File: config.mk
export PLATFORM = sky130hd
export DESIGN_NAME = led_frame_serializer
export DESIGN_NICKNAME = d
export VERILOG_FILES = /design/src/rtl/led_frame_serializer.sv
export SDC_FILE = /design/constraint.sdc
export NUM_CORES = 1
export LEC_CHECK = 0
export ABC_AREA = 1
export CORE_ASPECT_RATIO = 1.4
export CORE_UTILIZATION = 26
export CTS_CLUSTER_SIZE = 8
export DETAILED_ROUTE_END_ITERATION = 10
export PLACE_DENSITY_LB_ADDON = 0.3
export SLEW_MARGIN = 20
export SYNTH_ARGS = -nofsm -noshare
export SYNTH_HDL_FRONTEND = slang
export SYNTH_SLANG_ARGS = --single-unit
File: constraint.sdc
create_clock -name clk -period 3.45 [get_ports clk]
set_input_delay 0.345 -clock clk [delete_from_list [all_inputs] [get_ports clk]]
set_output_delay 0.345 -clock clk [all_outputs]
set_load 0.01 [all_outputs]
File: src/rtl/led_frame_serializer.sv
// Serialises an 8x8 staged frame MSB-first with a bit clock, then strobes ser_latch.
// Optional SERIALIZER_AUTO_REPEAT_EN: start is level-sensitive and frames repeat back-to-back.
module led_frame_serializer #(
  parameter int CLK_DIV      = 4,
  parameter int LATCH_CYCLES = 2
) (
  input  logic       clk,
  input  logic       rst_n,
  input  logic       wr_en,
  input  logic [2:0] wr_addr,
  input  logic [7:0] wr_data,
  input  logic       start,
  output logic       busy,
  output logic       done,
  output logic       ser_data,
  output logic       ser_clk,
  output logic       ser_latch
);

  localparam logic [7:0] DIV_LAST   = 8'(CLK_DIV - 1);
  localparam logic [7:0] LATCH_LAST = 8'(LATCH_CYCLES - 1);

  typedef enum logic [1:0] {IDLE, SETUP, HIGH, LATCH} state_t;

  state_t      state, state_nxt;
  logic [63:0] staging, staging_nxt;
  logic [63:0] shift_reg, shift_nxt;
  logic [5:0]  bit_cnt, bit_nxt;
  logic [7:0]  div_cnt, div_nxt;
  logic        start_prev;
  logic        start_req;
  logic        done_nxt;

`ifdef SERIALIZER_AUTO_REPEAT_EN
  assign start_req = start;
`else
  assign start_req = start & ~start_prev;
`endif

  // Write-first view of the staging buffer so a same-cycle write reaches the loaded frame.
  always_comb begin
    staging_nxt = staging;
    if (wr_en) staging_nxt[{wr_addr, 3'b000} +: 8] = wr_data;
  end

  always_comb begin
    state_nxt = state;
    shift_nxt = shift_reg;
    bit_nxt   = bit_cnt;
    div_nxt   = div_cnt + 8'd1;
    done_nxt  = 1'b0;
    case (state)
      IDLE: begin
        div_nxt = '0;
        if (start_req) begin
          state_nxt = SETUP;
          shift_nxt = staging_nxt;
          bit_nxt   = '0;
        end
      end
      SETUP: begin
        if (div_cnt == DIV_LAST) begin
          state_nxt = HIGH;
          div_nxt   = '0;
        end
      end
      HIGH: begin
        if (div_cnt == DIV_LAST) begin
          div_nxt   = '0;
          shift_nxt = {shift_reg[62:0], 1'b0};
          bit_nxt   = bit_cnt + 6'd1;
          state_nxt = (bit_cnt == 6'd63) ? LATCH : SETUP;
        end
      end
      LATCH: begin
        if (div_cnt == LATCH_LAST) begin
          div_nxt   = '0;
          done_nxt  = 1'b1;
          state_nxt = IDLE;
`ifdef SERIALIZER_AUTO_REPEAT_EN
          if (start) begin
            state_nxt = SETUP;
            shift_nxt = staging_nxt;
            bit_nxt   = '0;
          end
`endif
        end
      end
      default: state_nxt = IDLE;
    endcase
  end

  // Outputs are decoded from the next state so every output leaves a flop.
  always_ff @(posedge clk or negedge rst_n) begin
    if (!rst_n) begin
      state      <= IDLE;
      staging    <= '0;
      shift_reg  <= '0;
      bit_cnt    <= '0;
      div_cnt    <= '0;
      start_prev <= 1'b0;
      busy       <= 1'b0;
      done       <= 1'b0;
      ser_data   <= 1'b0;
      ser_clk    <= 1'b0;
      ser_latch  <= 1'b0;
    end else begin
      state      <= state_nxt;
      staging    <= staging_nxt;
      shift_reg  <= shift_nxt;
      bit_cnt    <= bit_nxt;
      div_cnt    <= div_nxt;
      start_prev <= start;
      busy       <= (state_nxt != IDLE);
      done       <= done_nxt;
      ser_clk    <= (state_nxt == HIGH);
      ser_latch  <= (state_nxt == LATCH);
      ser_data   <= ((state_nxt == SETUP) || (state_nxt == HIGH)) ? shift_nxt[63] : 1'b0;
    end
  end

endmodule

# Yosys cells after proc, flatten, opt, wreduce, memory -nomap -nowiden
# Index checks and enable logic that the tools add are counted.
# word_totals
input_bits	15
reg_bits	150
wordCells	56
out_inout_bits	5
# classes
eq_ne	11
mux	20
n_shift	2
addsub	3
bitwise	2
n_reduce_logical	6
# op_table
op	n
$mux 64	3
$pmux 64 s2	1
$bwmux 64	1
$shift 8x8->64 const A	1
$shiftx 8x8->64	1
$pmux 8 s3	1
$mux 8	2
$mux 6	2
$pmux 6 s2	1
$mux 2	5
$add 8x1->8 const B	1
$eq 2x2->1 const B	4
$eq 8x1->1 const B	1
$eq 8x2->1 const B	1
$neg 6->8	1
$pmux 2 s4	1
$add 6x1->6 const B	1
$eq 6x6->1 const B	1
$eq 2x1->1 const B	2
$ne 2x2->1 const B	2
$reduce_bool 2->1	2
$mux 1	3
$reduce_and 3->1	1
$logic_not 2->1	1
other kinds (4)	4

# Logic depth before layout (Yosys ltp)
# Gate-level depths: netlist of run 1.
# logic_depth
word_depth	7
depth_mapped	11

# Worst setup path after synthesis of run 1
# Ideal clock, no wire load.
# synth_path
kind	input to register
start	input wr_addr[0]
end	register shift_reg[41]
required_time_ps	3326
setup_time_ps	124
path_stages	10
slack_ps	1521
arrival_ps	1805
path_cell_list	inv_2 -> ha_1 -> ha_1 -> nor2_2 -> nand3_2 -> buf_6 -> nand2_1 -> o21ai_0 -> nand2_1 -> nand3_1
# synth_between
elab_chain_len	6
# synth_lines
item	line_no	source
from (decl)	10	input logic [2:0] wr_addr,
$neg 6->8 *	43	if (wr_en) staging_nxt[{wr_addr, 3'b000} +: 8] = wr_data;
$shiftx 8x8->64 or $shift 8x8->64 (tied branches)	43	
$bwmux 64 *	43	
$mux 64 *	43	
net staging_nxt[41]	26	logic [63:0] staging, staging_nxt;
$mux 64 *	55	if (start_req) begin
$pmux 64 s2 *	52	case (state)
to (signal assigned)	110	shift_reg <= shift_nxt;
to (decl)	27	logic [63:0] shift_reg, shift_nxt;
# Mark *: on every way through the listed nets, which the timed path passes. The rest lies on a longest branch. The select of a mux whose other input is x is not followed.
# A chain may end at the register's enable or synchronous reset.

# Final worst setup path of run 1
# layout_path
start	register state[0]
end	register shift_reg[23]
# layout_between
elab_chain_len	3
# layout_lines
item	line_no	source
from (decl)	25	state_t state, state_nxt;
from (signal assigned)	108	state <= state_nxt;
$eq 2x2->1 or $logic_not 2->1 (tied branches)	52	
$ne 2x2->1 (no line) or $reduce_bool 2->1 (tied branches)	--	
$reduce_and 3->1 (no line)	--	
# Several ways; a longest one is shown, not always the timed one.

==> results.sh, run 1 <==
export IMPL_worstSkewPairLatency_ps=430
export IMPL_globalRouteTotalUtil_pct=12.2
export IMPL_netSwitchingFraction_pct=32.5
export IMPL_drt_iter0_drc=262
export IMPL_post_place_cell_area_um2=7330
export IMPL_crit_arrival_ps=2830
export IMPL_num_rows=69
export IMPL_synth_compound_area_share_pct=6.76
export IMPL_die_height_um=194
export IMPL_timing_critical_path_required_ps=3810
export IMPL_final_net_count=841
export IMPL_clockRootBuffer="sky130_fd_sc_hd__clkbuf_16"
export IMPL_grt_ovfl_total=0
export IMPL_max_cap_viol_count=0
export IMPL_switching_power_mw=1.73
export IMPL_timing_final_ws_setup_ps=981
export IMPL_cp_endpoint_kind="flip-flop"
export IMPL_post_synth_mux_area_share_pct=0
export IMPL_port_buffers=19
export IMPL_drc=2
export IMPL_final_setup_tns_ps=0
export IMPL_antenna_left=0
export IMPL_dieArea_um2=26900
export IMPL_postLayoutCellArea_um2=7930
export IMPL_grt_max_degree=72
export IMPL_layout_cells_most_common_list="338 x sky130_fd_sc_hd__nand2_1, 150 x sky130_fd_sc_hd__dfrtp_1, 67 x sky130_fd_sc_hd__inv_1"
export IMPL_post_synth_cell_area_avg_um2=8.63
export IMPL_detailedPlacementHpwl_um=10100
export IMPL_max_slew_margin_rel_pct=40.1
export IMPL_postRouteWirelength_um=15200
export IMPL_power_density_nw_per_um2=670
export IMPL_firstDrtPassIters=7
export IMPL_diodes=0
export IMPL_cts_tree="built"
export IMPL_place_worst_setup_slack_ps=634
export IMPL_timing_clock_skew_ps=9.37
export IMPL_finalMaxSlewViolations=0
export IMPL_tightest_slew_ps=895
export IMPL_share_comb_of_total_power_pct=20.5
export IMPL_setup_viol_count_final=0
export IMPL_critical_path_peak_fanout=31
export IMPL_total_leakage_power_nw=3.97
export IMPL_start_kind="flip-flop"
export IMPL_endpoint="shift_reg[23]"
export IMPL_mostFrequentLayoutCell="sky130_fd_sc_hd__nand2_1"
export IMPL_startpoint="state[0]"
export IMPL_power_report_internal_total_mw=3.59
export IMPL_ys_warnings_count=0
export IMPL_final_layout_size_suffix_gt1_share_pct=9.45
export IMPL_routed_vias_inst=4.31
export IMPL_rsz0062_at_grt="no"
export IMPL_first_pass_grt_wire_length_um=25900
export IMPL_cts_num_sinks=150
export IMPL_synth_top_family_by_area="simple AND/OR/NAND/NOR gates"
export IMPL_ys_types=35
export IMPL_cell_depth_of_the_worst_flop_to_flop_path=9
export IMPL_reg2reg_from="state[0]"
export IMPL_mappedNetlistNets=821
export IMPL_run_status="finished, violations left"
export IMPL_place_congestion=0.784
export IMPL_sequentialPowerShare_pct=44.8
export IMPL_stdcell_count=1144
export IMPL_period_minus_slack_ps=2470
export IMPL_detail_route_wl_per_cell_um=13.3
export IMPL_fp_coreArea_um2=25600
export IMPL_antenna_found_initial=0
export IMPL_via_count_of_the_first_global_routing_pass=4991
export IMPL_fraction_of_power_consumed_by_the_clock_network_pct=34.7
export IMPL_initial_core_util_pct=26.6
export IMPL_fmax_ghz=0.405
export IMPL_min_period_over_period_pct=71.6
export IMPL_synth_simple_gate_area_share_pct=28.2
export IMPL_worst_case_clock_buffer_depth=2
export IMPL_critical_path_class="reg -> reg"
export IMPL_vdd_drop_max_mv=0.257
export IMPL_clkTransAtPathRegs_ps=70
export IMPL_crit_reg2reg_capture="shift_reg[23]"
export IMPL_ffs_latches_synth=150
export IMPL_worstHoldPathType="in -> reg"
export IMPL_htreeDepth=4
export IMPL_cts_repair_resize_count=0
export IMPL_io_pins=20
export IMPL_failing_checks="DRC"
export IMPL_synth_xor_area_share_pct=0.769
export IMPL_syn_area_um2=6830
export IMPL_synth_cells=792
export IMPL_cts_buffers=17
export IMPL_vias=4928
export IMPL_final_util_pct=30.9
export IMPL_synth_seq_area_share_pct=54.9
export IMPL_post_synth_fa_ha_maj_area_fraction_pct=2.56
export IMPL_synthToLayoutAreaGrowth_pct=16.1
export IMPL_dieWidth_um=139
export IMPL_dp_cells=1111
export IMPL_final_hold_viols=0
export IMPL_timing_reg2reg_setup_slack_ps=980
worst min path at each step:
stage	start	end	slack, ps	depth (start not counted)
global route	start	start_prev	400	1
detailed placement	rst_n	bit_cnt[3]	410	1
global placement	rst_n	bit_cnt[4]	400	1
finish	start	start_prev	390	1
floorplan	rst_n	bit_cnt[0]	50	0
CTS	start	start_prev	370	1
power by group through the flow:
stage	clock, mW	sequential [mW]	combinational, mW
floorplan	0	2.36	0.801
global placement	0	2.40	1.09
detailed placement	0	2.41	1.10
CTS	1.89	2.38	1.11
global route	1.96	2.42	1.27
finish	1.84	2.38	1.09
critical path, cell delays in order (launching register included):
cell and delay [ps]:
sky130_fd_sc_hd__dfrtp_1 440, sky130_fd_sc_hd__inv_1 130, sky130_fd_sc_hd__ha_1 250, sky130_fd_sc_hd__inv_1 160, sky130_fd_sc_hd__o21ai_4 750, sky130_fd_sc_hd__buf_4 400, sky130_fd_sc_hd__nand2_1 100, sky130_fd_sc_hd__nand2_1 70
sky130_fd_sc_hd__inv_1 40, sky130_fd_sc_hd__nand2_1 50
per-stage QoR:
step	power [mW]	hold slack (ps)
finish	5.31	387
global route	5.65	399
CTS	5.39	370
detailed placement	3.51	407
global placement	3.49	403
floorplan	3.16	49.4
cell type report:
class | instances | area (um2)
clock buffers | 17 | 425
clock inverters | 15 | 170
fillers | 2715 | 17700
inverters | 71 | 267
multi-input cells | 543 | 2620
flip-flops and latches | 150 | 3750
well taps | 319 | 399
repair buffers | 29 | 294
per-layer routing:
layer / track usage [%] / routed length, um / up-vias
li1: - / - / 2512
met1: 15.5 / 7260 / 2347
met2: 20.5 / 7420 / 57
met3: 2.59 / 356 / 12
met4: 4.57 / 206 / 0
met5: 0 / 0 / -
synth_stat cells:
cell | number | area share (%)
sky130_fd_sc_hd__o21ai_1 | 26 | 1.9
sky130_fd_sc_hd__nor2_1 | 27 | 1.5
sky130_fd_sc_hd__o211ai_1 | 3 | 0.33
sky130_fd_sc_hd__nand3_2 | 1 | 0.15
sky130_fd_sc_hd__o21a_1 | 3 | 0.33
sky130_fd_sc_hd__xor2_1 | 4 | 0.51
sky130_fd_sc_hd__clkbuf_1 | 3 | 0.16
sky130_fd_sc_hd__nand3_1 | 54 | 4.0
sky130_fd_sc_hd__nor3_1 | 1 | 0.073
sky130_fd_sc_hd__and2_1 | 1 | 0.092
sky130_fd_sc_hd__xnor2_1 | 2 | 0.26
sky130_fd_sc_hd__buf_6 | 8 | 1.3
sky130_fd_sc_hd__nand2_4 | 3 | 0.49
sky130_fd_sc_hd__o31ai_1 | 1 | 0.11
sky130_fd_sc_hd__nor2_2 | 1 | 0.092
sky130_fd_sc_hd__a22o_1 | 1 | 0.13
sky130_fd_sc_hd__nand2_1 | 338 | 19
sky130_fd_sc_hd__nand4_2 | 1 | 0.18
sky130_fd_sc_hd__buf_4 | 4 | 0.44
sky130_fd_sc_hd__nor2_4 | 4 | 0.66
sky130_fd_sc_hd__nor3_4 | 2 | 0.48
sky130_fd_sc_hd__buf_2 | 13 | 0.95
sky130_fd_sc_hd__nand3_4 | 3 | 0.77
sky130_fd_sc_hd__nor2_8 | 2 | 0.59
sky130_fd_sc_hd__nand2_2 | 2 | 0.18
sky130_fd_sc_hd__and3b_1 | 1 | 0.13
sky130_fd_sc_hd__ha_1 | 14 | 2.6
sky130_fd_sc_hd__a21oi_1 | 8 | 0.59
sky130_fd_sc_hd__o21ai_0 | 25 | 1.8
sky130_fd_sc_hd__inv_2 | 4 | 0.22
sky130_fd_sc_hd__or2_4 | 1 | 0.13
sky130_fd_sc_hd__nand4_1 | 2 | 0.18
sky130_fd_sc_hd__inv_1 | 67 | 3.7
sky130_fd_sc_hd__dfrtp_1 | 150 | 55
sky130_fd_sc_hd__o21ai_2 | 12 | 1.5
what timing repair did:
item / CTS / global route
hold buffers: 1 / 0
endpoints found under the setup margin: 0 / 0
setup buffers: 0 / 0
endpoints found under the hold margin: 67 / 0
logic make-up after synthesis:
kind of cell / Yosys count
adder cells (fa/ha/maj): 14
AND/OR/NAND/NOR: 444
buffers and inverters: 99
flip-flops: 150
XOR/XNOR: 6
AO/OA/AOI/OAI: 79
Power figures use the tool's default switching activity.
==> inputs of run 2 (changes only) <==
==> constraint.sdc (replaced) <==
create_clock -name clk -period 2.5 [get_ports clk]
set_input_delay 0.25 -clock clk [delete_from_list [all_inputs] [get_ports clk]]
set_output_delay 0.25 -clock clk [all_outputs]
set_load 0.01 [all_outputs]
==> results.sh, run 2 (synthesis results as in run 1) <==
export IMPL_clockRootBuffer="sky130_fd_sc_hd__clkbuf_16"
export IMPL_place_congestion=0.812
export IMPL_place_worst_setup_slack_ps=27.7
export IMPL_hold_worst_slack_ps=305
export IMPL_clkTransAtPathRegs_ps=60
export IMPL_timing_final_ws_setup_ps=418
export IMPL_crit_arrival_ps=2400
export IMPL_cts_tree="built"
export IMPL_worst_case_clock_buffer_depth=2
export IMPL_grt_ovfl_total=0
export IMPL_worstSkewPairLatency_ps=420
export IMPL_firstDrtPassIters=9
export IMPL_diodes=0
export IMPL_htreeDepth=4
export IMPL_startpoint="state[1]"
export IMPL_final_hold_viols=0
export IMPL_finalMaxSlewViolations=0
export IMPL_crit_path_cell_trace="inv_1, ha_1, inv_1, nor2_1, nor2_4, inv_1, nand2_1, a21oi_1, ha_1, nand2_1, inv_1"
export IMPL_min_period_over_period_pct=83.3
export IMPL_vdd_drop_max_mv=0.352
export IMPL_antenna_left=0
export IMPL_start_kind="flip-flop"
export IMPL_via_count_of_the_first_global_routing_pass=5115
export IMPL_max_cap_viol_count=0
export IMPL_dieArea_um2=26900
export IMPL_globalRouteTotalUtil_pct=12.3
export IMPL_cell_depth_of_the_worst_flop_to_flop_path=11
export IMPL_post_place_cell_area_um2=7440
export IMPL_power_density_nw_per_um2=907
export IMPL_cts_repair_resize_count=0
export IMPL_drc=1
export IMPL_reg2reg_from="state[1]"
export IMPL_initial_core_util_pct=26.6
export IMPL_vias=4930
export IMPL_final_setup_tns_ps=0
export IMPL_rsz0062_at_grt="no"
export IMPL_tightest_slew_ps=596
export IMPL_cts_num_sinks=150
export IMPL_total_leakage_power_nw=4.00
export IMPL_routed_vias_inst=4.28
export IMPL_max_slew_margin_rel_pct=60.2
export IMPL_timing_critical_path_required_ps=2810
export IMPL_io_pins=20
export IMPL_critical_path_class="reg -> reg"
export IMPL_die_height_um=194
export IMPL_first_pass_grt_wire_length_um=26100
export IMPL_crit_reg2reg_capture="ser_data"
export IMPL_slowest_stage="sky130_fd_sc_hd__dfrtp_1"
export IMPL_timing_clock_skew_ps=8.54
export IMPL_synthToLayoutAreaGrowth_pct=17.1
export IMPL_final_layout_size_suffix_gt1_share_pct=10.2
export IMPL_detail_route_wl_per_cell_um=13.2
export IMPL_port_buffers=19
export IMPL_grt_max_degree=63
export IMPL_drt_iter0_drc=296
export IMPL_critical_path_peak_fanout=5
export IMPL_cp_endpoint_kind="flip-flop"
export IMPL_critical_path_max_stage_delay_ps=420
export IMPL_layout_cells_most_common_list="338 x sky130_fd_sc_hd__nand2_1, 150 x sky130_fd_sc_hd__dfrtp_1, 67 x sky130_fd_sc_hd__inv_1"
export IMPL_mostFrequentLayoutCell="sky130_fd_sc_hd__nand2_1"
export IMPL_antenna_found_initial=0
export IMPL_endpoint="ser_data"
export IMPL_postLayoutCellArea_um2=8000
export IMPL_final_net_count=850
export IMPL_critical_path_top_cell_by_count="sky130_fd_sc_hd__inv_1"
export IMPL_timing_reg2reg_setup_slack_ps=420
export IMPL_setup_viol_count_final=0
export IMPL_fmax_ghz=0.480
export IMPL_dieWidth_um=139
export IMPL_fp_coreArea_um2=25600
export IMPL_detailedPlacementHpwl_um=10100
export IMPL_worstHoldPathType="in -> reg"
export IMPL_postRouteWirelength_um=15200
export IMPL_run_status="finished, violations left"
export IMPL_cts_buffers=17
export IMPL_failing_checks="DRC"
export IMPL_period_minus_slack_ps=2080
export IMPL_num_rows=69
-- run 2: metal layers --
metal  GRT usage, %  vias up  wire length [um]
met2           21.4       55              7540
li1               -     2533                 -
met4           3.87        0               265
met1           15.0     2324              7020
met3           2.79       18               357
met5              0        -                 0
-- run 2: worst min path at each step --
stage	cells after the start	to	slack, ps	start
floorplan	0	bit_cnt[0]	-50	rst_n
global placement	1	bit_cnt[3]	290	rst_n
detailed placement	1	ser_clk	290	rst_n
CTS	1	start_prev	290	start
global route	1	start_prev	300	start
finish	1	start_prev	300	start
-- run 2: per-stage QoR --
| stage | instances | util (%) | power, mW |
|---|---|---|---|
| after floorplan | 792 | - | 4.36 |
| after global placement | 1120 | 29.0 | 4.89 |
| after detailed placement | 1120 | 29.0 | 4.91 |
| after CTS | 1152 | 31.2 | 7.36 |
| after global routing | 1152 | 31.2 | 7.74 |
| final | 1152 | 31.2 | 7.26 |
-- run 2: critical path, delay by kind of cell, from the launching register on --
kind,cells,cell delay [ps]
AND/OR/NAND/NOR,4,430
flip-flops,1,420
buffers and inverters,4,340
adder cells (fa/ha/maj),2,530
AO/OA/AOI/OAI,1,240
-- run 2: final cells by class --
class,count,area (um2)
well taps,319,399
fillers,2694,17600
flip-flops and latches,150,3750
clock buffers,19,443
inverters,71,267
multi-input cells,543,2620
repair buffers,38,412
clock inverters,12,106
-- run 2: where the power goes --
group	switching [mW]	internal, mW
combinational	1.00	0.577
sequential	0.255	3.02
clock	1.02	1.39
-- run 2: timing repair --
| action | 4_1_cts | 5_1_grt |
|---|---|---|
| hold endpoints to repair | 58 | 0 |
| setup buffers | 0 | 0 |
| hold buffers | 1 | 0 |
==> inputs of run 3 (changes only) <==
==> constraint.sdc (replaced) <==
create_clock -name clk -period 2.1 [get_ports clk]
set_input_delay 0.21 -clock clk [delete_from_list [all_inputs] [get_ports clk]]
set_output_delay 0.21 -clock clk [all_outputs]
set_load 0.01 [all_outputs]
==> results.sh, run 3 (synthesis results as in run 1) <==
export IMPL_io_pins=20
export IMPL_worst_case_clock_buffer_depth=2
export IMPL_clockRootBuffer="sky130_fd_sc_hd__clkbuf_16"
export IMPL_endpoint="shift_reg[14]"
export IMPL_drc=1
export IMPL_cp_endpoint_kind="flip-flop"
export IMPL_timing_reg2reg_setup_slack_ps=180
export IMPL_clkTransAtPathRegs_ps=60
export IMPL_stdcell_count=1168
export IMPL_dieWidth_um=139
export IMPL_share_comb_of_total_power_pct=22.5
export IMPL_tightest_slew_ps=448
export IMPL_layout_cells_most_common_list="338 x sky130_fd_sc_hd__nand2_1, 150 x sky130_fd_sc_hd__dfrtp_1, 67 x sky130_fd_sc_hd__inv_1"
export IMPL_met1_usage_pct=15.0
export IMPL_final_net_count=865
export IMPL_sequentialPowerShare_pct=44.0
export IMPL_port_buffers=19
export IMPL_startpoint="wr_addr[0]"
export IMPL_final_layout_size_suffix_gt1_share_pct=12.1
export IMPL_crit_arrival_ps=2320
export IMPL_min_period_over_period_pct=93.4
export IMPL_period_minus_slack_ps=1960
export IMPL_crit_reg2reg_capture="ser_data"
export IMPL_first_pass_grt_wire_length_um=26400
export IMPL_synthToLayoutAreaGrowth_pct=20.1
export IMPL_die_height_um=194
export IMPL_layout_filler_cells=2667
export IMPL_footprint_of_the_multi_input_gates_um2=2630
export IMPL_most_crowded_layer_gr="met2"
export IMPL_slowest_stage="sky130_fd_sc_hd__clkdlybuf4s50_1"
export IMPL_antenna_left=0
export IMPL_critical_path_class="in -> reg"
export IMPL_crit_cells=10
export IMPL_final_util_pct=32.0
export IMPL_drt_iter0_drc=333
export IMPL_reg2reg_from="div_cnt[0]"
export IMPL_cts_tree="built"
export IMPL_via_count_of_the_first_global_routing_pass=5102
export IMPL_dp_cells=1134
export IMPL_worstSkewPairLatency_ps=420
export IMPL_globalRouteTotalUtil_pct=12.5
export IMPL_final_hold_viols=0
export IMPL_critical_path_max_stage_delay_ps=540
export IMPL_timing_critical_path_required_ps=2460
export IMPL_vias=4993
export IMPL_postRouteWirelength_um=15600
export IMPL_setup_viol_count_final=0
export IMPL_total_leakage_power_nw=4.10
export IMPL_fraction_of_power_consumed_by_the_clock_network_pct=33.6
export IMPL_netSwitchingFraction_pct=31.4
export IMPL_firstDrtPassIters=9
export IMPL_cp_top_delay_family="adder cells"
export IMPL_place_congestion=0.802
export IMPL_timing_clock_skew_ps=9.78
export IMPL_fp_coreArea_um2=25600
export IMPL_diodes=0
export IMPL_report_power_total_mw=8.90
export IMPL_detailedPlacementHpwl_um=10500
export IMPL_cts_buffers=17
export IMPL_timing_hold_worst_start="start"
export IMPL_failing_checks="DRC"
export IMPL_routed_vias_inst=4.27
export IMPL_power_density_nw_per_um2=1080
export IMPL_num_rows=69
export IMPL_dieArea_um2=26900
export IMPL_run_status="finished, violations left"
export IMPL_finalMaxSlewViolations=0
export IMPL_grt_max_degree=57
export IMPL_worstHoldPathType="in -> reg"
export IMPL_initial_core_util_pct=26.6
export IMPL_antenna_found_initial=0
export IMPL_power_report_internal_total_mw=6.10
export IMPL_grt_ovfl_total=0
export IMPL_switching_power_mw=2.79
export IMPL_min_delay_path_depth=1
export IMPL_htreeDepth=4
export IMPL_cts_setup_buffers=0
export IMPL_max_slew_margin_rel_pct=70.1
export IMPL_detail_route_wl_per_cell_um=13.4
export IMPL_groute_layer_met3_usage_pct=2.86
export IMPL_critical_path_n_buffers_inverters=2
export IMPL_max_cap_viol_count=0
export IMPL_crit_path_cell_trace="clkdlybuf4s50_1, inv_2, ha_1, ha_1, nand2_2, nor2_8, nand2_4, o21ai_0, nand2_1, nand2_1"
export IMPL_met2_track_demand_over_resource_in_global_routing_pct=21.8
export IMPL_cell_depth_of_the_worst_flop_to_flop_path=11
export IMPL_start_kind="input pin"
export IMPL_mostFrequentLayoutCell="sky130_fd_sc_hd__nand2_1"
export IMPL_critical_path_peak_fanout=16
export IMPL_register_area_um2=3750
export IMPL_cts_num_sinks=150
export IMPL_rsz0062_at_grt="no"
export IMPL_fmax_ghz=0.510
export IMPL_vdd_drop_max_mv=0.522
-- run 3: cell count changes in the layout (fill, tap and decap cells not counted), sizes merged --
cell      change
inv           +2
buf          +14
clkinvlp      +2
clkinv        -4
clkbuf        +2
-- run 3: worst min path at each step --
stage,endpoint,slack (ps)
4_1_cts,start_prev,240
3_3_place_gp,bit_cnt[5],180
2_1_floorplan,bit_cnt[0],-90
3_5_place_dp,bit_cnt[5],180
6_report,start_prev,260
5_1_grt,start_prev,270
-- run 3: routing by layer --
layer  vias to the layer above  wire length, um
met5                         -                0
met4                         0              368
met3                        22              413
met2                        57             7850
met1                      2349             6990
li1                       2565                -
-- run 3: area by class of cell --
cell class / instances / area share, %
flip-flops and latches: 150 / 45.8
multi-input cells: 543 / 32.1
repair buffers: 53 / 6.91
clock buffers: 20 / 5.69
well taps: 319 / 4.87
inverters: 71 / 3.25
clock inverters: 12 / 1.45
-- run 3: power by group through the flow --
stage	combinational [mW]	sequential (mW)	clock (mW)
finish	2.00	3.91	2.99
global route	2.30	3.99	3.19
CTS	1.96	3.91	3.08
detailed placement	1.95	3.95	0
global placement	1.92	3.94	0
floorplan	1.32	3.87	0
-- run 3: per-stage QoR --
stage / hold WS (ps) / instance area, um2 / TNS [ps] / setup slack [ps]
2_1_floorplan: -85.6 / 6830 / 0 / 265
3_3_place_gp: 180 / 7570 / -19540 / -275
3_5_place_dp: 179 / 7570 / -21220 / -314
4_1_cts: 241 / 8170 / 0 / 128
5_1_grt: 269 / 8200 / 0 / 13.6
6_report: 261 / 8200 / 0 / 138
-- run 3: worst register-to-register path: cells and delay by family, from the launching register on --
kind / cells / cell delay, ps
AO/OA/AOI/OAI: 1 / 50
adder cells (fa/ha/maj): 2 / 560
buffers and inverters: 2 / 110
flip-flops: 1 / 400
AND/OR/NAND/NOR: 6 / 700
-- run 3: timing repair --
action | in CTS | in global routing
gates resized for setup | 0 | 2
endpoints found under the hold margin | 42 | 0
setup endpoints to repair | 0 | 26
hold buffers | 1 | 0
